===== src/rtl/sync_fifo_param.sv =====
// Parametrised synchronous FIFO with occupancy count, almost-full/empty flags and overflow/underflow pulses.
// Define FIFO_REG_OUT_EN for a registered pop_data (one-cycle read latency); default is a show-ahead read.
module sync_fifo_param #(
    parameter int BIT_WIDTH = 8,
    parameter int DEPTH     = 16,
    parameter int AF_THRESH = DEPTH - 2,
    parameter int AE_THRESH = 2
) (
    input  logic                     i_clk,
    input  logic                     i_rst_n,
    input  logic                     i_push,
    input  logic                     i_pop,
    input  logic [BIT_WIDTH-1:0]     i_push_data,
    output logic [BIT_WIDTH-1:0]     o_pop_data,
    output logic                     o_full,
    output logic                     o_empty,
    output logic                     o_almost_full,
    output logic                     o_almost_empty,
    output logic [$clog2(DEPTH):0]   o_count,
    output logic                     o_overflow,
    output logic                     o_underflow
);

    localparam int AW = $clog2(DEPTH);
    localparam int CW = AW + 1;

    logic [BIT_WIDTH-1:0] r_mem [DEPTH];
    logic [AW-1:0]        r_wptr;
    logic [AW-1:0]        r_rptr;
    logic [CW-1:0]        r_count;
    logic                 r_overflow;
    logic                 r_underflow;

    logic w_full;
    logic w_empty;
    logic w_push_acc;
    logic w_pop_acc;

    // Flags come only from the registered count, never from push/pop.
    assign w_full  = (r_count == CW'(DEPTH));
    assign w_empty = (r_count == '0);

    // At full a simultaneous pop frees the slot the push lands in.
    assign w_push_acc = i_push & (~w_full | i_pop);
    assign w_pop_acc  = i_pop & ~w_empty;

    always_ff @(posedge i_clk or negedge i_rst_n) begin
        if (!i_rst_n) begin
            r_wptr      <= '0;
            r_rptr      <= '0;
            r_count     <= '0;
            r_overflow  <= 1'b0;
            r_underflow <= 1'b0;
        end else begin
            if (w_push_acc) begin
                r_wptr <= r_wptr + 1'b1;
            end
            if (w_pop_acc) begin
                r_rptr <= r_rptr + 1'b1;
            end
            case ({w_push_acc, w_pop_acc})
                2'b10:   r_count <= r_count + 1'b1;
                2'b01:   r_count <= r_count - 1'b1;
                default: r_count <= r_count;
            endcase
            r_overflow  <= i_push & ~w_push_acc;
            r_underflow <= i_pop & ~w_pop_acc;
        end
    end

    // Storage is deliberately not reset.
    always_ff @(posedge i_clk) begin
        if (w_push_acc) begin
            r_mem[r_wptr] <= i_push_data;
        end
    end

`ifdef FIFO_REG_OUT_EN
    logic [BIT_WIDTH-1:0] r_pop_data;

    always_ff @(posedge i_clk or negedge i_rst_n) begin
        if (!i_rst_n) begin
            r_pop_data <= '0;
        end else if (w_pop_acc) begin
            r_pop_data <= r_mem[r_rptr];
        end
    end

    assign o_pop_data = r_pop_data;
`else
    assign o_pop_data = r_mem[r_rptr];
`endif

    assign o_full         = w_full;
    assign o_empty        = w_empty;
    assign o_almost_full  = (r_count >= CW'(AF_THRESH));
    assign o_almost_empty = (r_count <= CW'(AE_THRESH));
    assign o_count        = r_count;
    assign o_overflow     = r_overflow;
    assign o_underflow    = r_underflow;

endmodule


===== config.mk =====
export PLATFORM = sky130hd
export DESIGN_NAME = sync_fifo_param
export DESIGN_NICKNAME = d
export VERILOG_FILES = /design/src/rtl/sync_fifo_param.sv
export SDC_FILE = /design/constraint.sdc
export NUM_CORES = 1
export LEC_CHECK = 0
export CAP_MARGIN = 40
export CORE_ASPECT_RATIO = 0.7
export CORE_MARGIN = 2
export CORE_UTILIZATION = 43
export CTS_BUF_LIST = sky130_fd_sc_hd__clkbuf_16
export CTS_CLUSTER_SIZE = 8
export DETAILED_ROUTE_END_ITERATION = 10
export RECOVER_POWER = 25
export SLEW_MARGIN = 20
export SYNTH_ARGS = -nofsm -noshare
export SYNTH_HDL_FRONTEND = slang
export SYNTH_SLANG_ARGS = --single-unit

===== constraint.sdc =====
create_clock -name i_clk -period 4.7 [get_ports i_clk]
set_input_delay 0.47 -clock i_clk [delete_from_list [all_inputs] [get_ports i_clk]]
set_output_delay 0.47 -clock i_clk [all_outputs]
set_load 0.01 [all_outputs]

==> results.sh <==
export IMPL_htreeDepth=4
export IMPL_p_comb_share_pct=32.7
export IMPL_postCtsResizedCells=0
export IMPL_fp_row_count=35
export IMPL_syn_area_um2=5910
export IMPL_grt_pass1_vias=3097
export IMPL_ir_worst_vdd_mv=0.273
export IMPL_areaGrowthSynthToFinish_pct=19.8
export IMPL_antenna_found_initial=0
export IMPL_setup_tns_final_ns=0
export IMPL_postCtsSetupRepairBufs=0
export IMPL_synth_area_per_cell_um2=18.0
export IMPL_drtIter0Drc=243
export IMPL_finalWirelength_um=12100
export IMPL_ys_dominant_reg_cell="edfxtp_1"
export IMPL_synth_edf_count=128
export IMPL_critPathMaxFanout=39
export IMPL_grt_overflow_total=0
export IMPL_cp_arrival_ns=2.81
export IMPL_internal_power_mw=3.09
export IMPL_crit_type="flip-flop to output port"
export IMPL_ctsRootBufferMaster="clkbuf_16"
export IMPL_ant_nets=0
export IMPL_cp_data_required_time_ns=4.23
export IMPL_drc_errors=0
export IMPL_path_clk_slew_ns=0.06
export IMPL_finalNetCount=405
export IMPL_pwr_share_clk_pct=28.8
export IMPL_slew_headroom_pct=45.6
export IMPL_drive_above_1_share_pct=20.5
export IMPL_finalSetupViolations=0
export IMPL_grt_usage_pct=17.8
export IMPL_synth_cells=329
export IMPL_total_power_mw=4.50
export IMPL_layout_commonest_cell="edfxtp_1"
export IMPL_end_kind="output port"
export IMPL_synth_warning_count=0
export IMPL_via_per_inst=5.24
export IMPL_final_area_um2=7090
export IMPL_cp_start_kind="flip-flop"
export IMPL_p_sw_share_pct=31.4
export IMPL_outcome="complete, no violations"
export IMPL_synthesis_nets=351
export IMPL_fin_skew_ns=0.0127
export IMPL_gp_congestion=0.796
export IMPL_p_seq_share_pct=38.5
export IMPL_max_clock_path_buffers=2
export IMPL_powerDensity_nw_per_um2=635
export IMPL_drt_first_pass_iters=4
export IMPL_finalMaxSlewViolations=0
export IMPL_dp_hpwl_um=8110
export IMPL_grt_setup_unrepaired="no"
export IMPL_port_buffers=30
export IMPL_final_min_clock_period_ns=3.28
export IMPL_grt_max_degree=40
export IMPL_async_flop_share_pct=10.5
export IMPL_cts_buffers=17
export IMPL_die_w_um=144
export IMPL_die_h_um=102
export IMPL_final_cell_mix="edfxtp_1 (128), mux2i_1 (33), clkdlybuf4s50_1 (25)"
export IMPL_ctsHoldBuffers=0
export IMPL_grt_pass1_wl_um=18300
export IMPL_die_area_um2=14700
export IMPL_cts_tree="done"
export IMPL_synth_seq_area_share_pct=71.3
export IMPL_fmax_mhz=305
export IMPL_clkSinkCount=143
export IMPL_ys_ff_latch=143
export IMPL_hp_class="input port to async pin"
export IMPL_pin_count=31
export IMPL_start_util_pct=44.4
export IMPL_placed_cell_area_um2=6450
export IMPL_dp_worst_setup_slack_ns=1.72
export IMPL_hold_viol_final=0
export IMPL_clock_latency_ns=0.41
export IMPL_leakage_nw=2.52
export IMPL_max_cap_violations=0
export IMPL_n_antenna_cell=0
export IMPL_min_period_over_period_pct=69.7
export IMPL_p_sw_mw=1.41
export IMPL_ys_types=37
export IMPL_fin_ws_ns=1.42
export IMPL_tightest_slew_ns=0.817
export IMPL_routedWlPerCell_um=20.8
export IMPL_core_area_um2=13300
export IMPL_vias=3038
==> logic make-up (layout without fill, tap and decap cells) <==
| group | count (synthesis) | count (layout) | synth area share [%] |
|---|---|---|---|
| AOI/OAI and AO/OA | 42 | 42 | 6.35 |
| xor gates and xnor gates | 10 | 10 | 1.48 |
| adders and majority gates | 10 | 10 | 2.24 |
| buffers and inverters | 25 | 91 | 2.67 |
| DFF | 143 | 143 | 71.3 |
| muxes | 51 | 51 | 12.1 |
| and+or+nand+nor | 48 | 48 | 3.87 |
==> sequential cells by signal, indices dropped and copies added, names as in the netlist <==
| register | count |
|---|---|
| r_mem | 128 |
| o_overflow | 1 |
| r_wptr | 4 |
| o_count | 5 |
| o_underflow | 1 |
| r_rptr | 4 |
==> layer usage <==
| layer | GRT usage, % | part of all wire [%] |
|---|---|---|
| met1 | 26.5 | 46 |
| met2 | 25.5 | 45 |
| met3 | 5.25 | 9.2 |
| met4 | 5.38 | 0.29 |
| met5 | 0 | 0 |
==> Yosys cell counts (2+ instances only) <==
master    number  area [um2]
nand2b_1       2        12.5
ha_1           9         113
mux4_2        16         360
nand3_1        2        10.0
nor2b_1        2        12.5
a221oi_1       7        61.3
xnor2_1        8        70.1
mux2i_1       33         330
nand2_1       18        67.6
nor3_1         5        25.0
a22oi_1        8        60.1
xor2_1         2        17.5
a21o_1         2        15.0
buf_2          3        15.0
nor2_1        13        48.8
dfrtp_1       15         375
and2_1         2        12.5
buf_6          7        78.8
o21ai_0       10        50.1
clkbuf_1       4        15.0
a21oi_1        2        10.0
buf_4          2        15.0
edfxtp_1     128        3840
inv_1          8        30.0
a221oi_2       9         135
==> power groups by stage <==
stage	logic [mW]	clock network, mW	registers (mW)
after global placement	1.42	0	1.76
after floorplan	1.03	0	1.67
after CTS	1.46	1.32	1.74
final	1.47	1.30	1.73
after detailed placement	1.45	0	1.76
after global routing	1.59	1.37	1.76
==> per-stage QoR <==
| stage | instances | util, % | hold WS (ns) |
|---|---|---|---|
| detailed placement | 541 | 48.5 | 0.635 |
| global route | 580 | 53.2 | 0.271 |
| CTS | 572 | 52.8 | 0.520 |
| global placement | 532 | 47.9 | 0.621 |
| floorplan | 329 | - | 0.174 |
| finish | 580 | 53.2 | 0.290 |
==> worst paths after layout <==
path | startpoint | endpoint | slack (ns) | depth (start not counted)
max | r_rptr[0] | o_pop_data[0] | 1.42 | 5
min | i_rst_n | o_count[2] | 0.29 | 1
max reg2reg | o_count[1] | o_count[4] | 2.00 | 8
min reg2reg | o_count[3] | o_count[3] | 0.64 | 2
max in group asynchronous | i_rst_n | r_rptr[0] | 3.40 | 2
min in group i_clk | o_count[3] | o_count[3] | 0.64 | 2
==> critical path, stage by stage (launching register included) <==
cell and delay (ns):
dfrtp_2 0.67, buf_12 0.35, mux4_2 0.56, a22oi_1 0.22, nand2_1 0.11, clkdlybuf4s50_1 0.50
==> cell type report <==
cell class / instances / area [um2]
Fill cell: 1115 / 6220
Sequential cell: 143 / 4220
Multi-Input combinational cell: 161 / 1550
Timing Repair Buffer: 52 / 482
Clock buffer: 17 / 425
Tap cell: 185 / 231
Clock inverter: 14 / 151
Inverter: 8 / 30.0
Note: power is estimated with default switching activity, not from simulation.
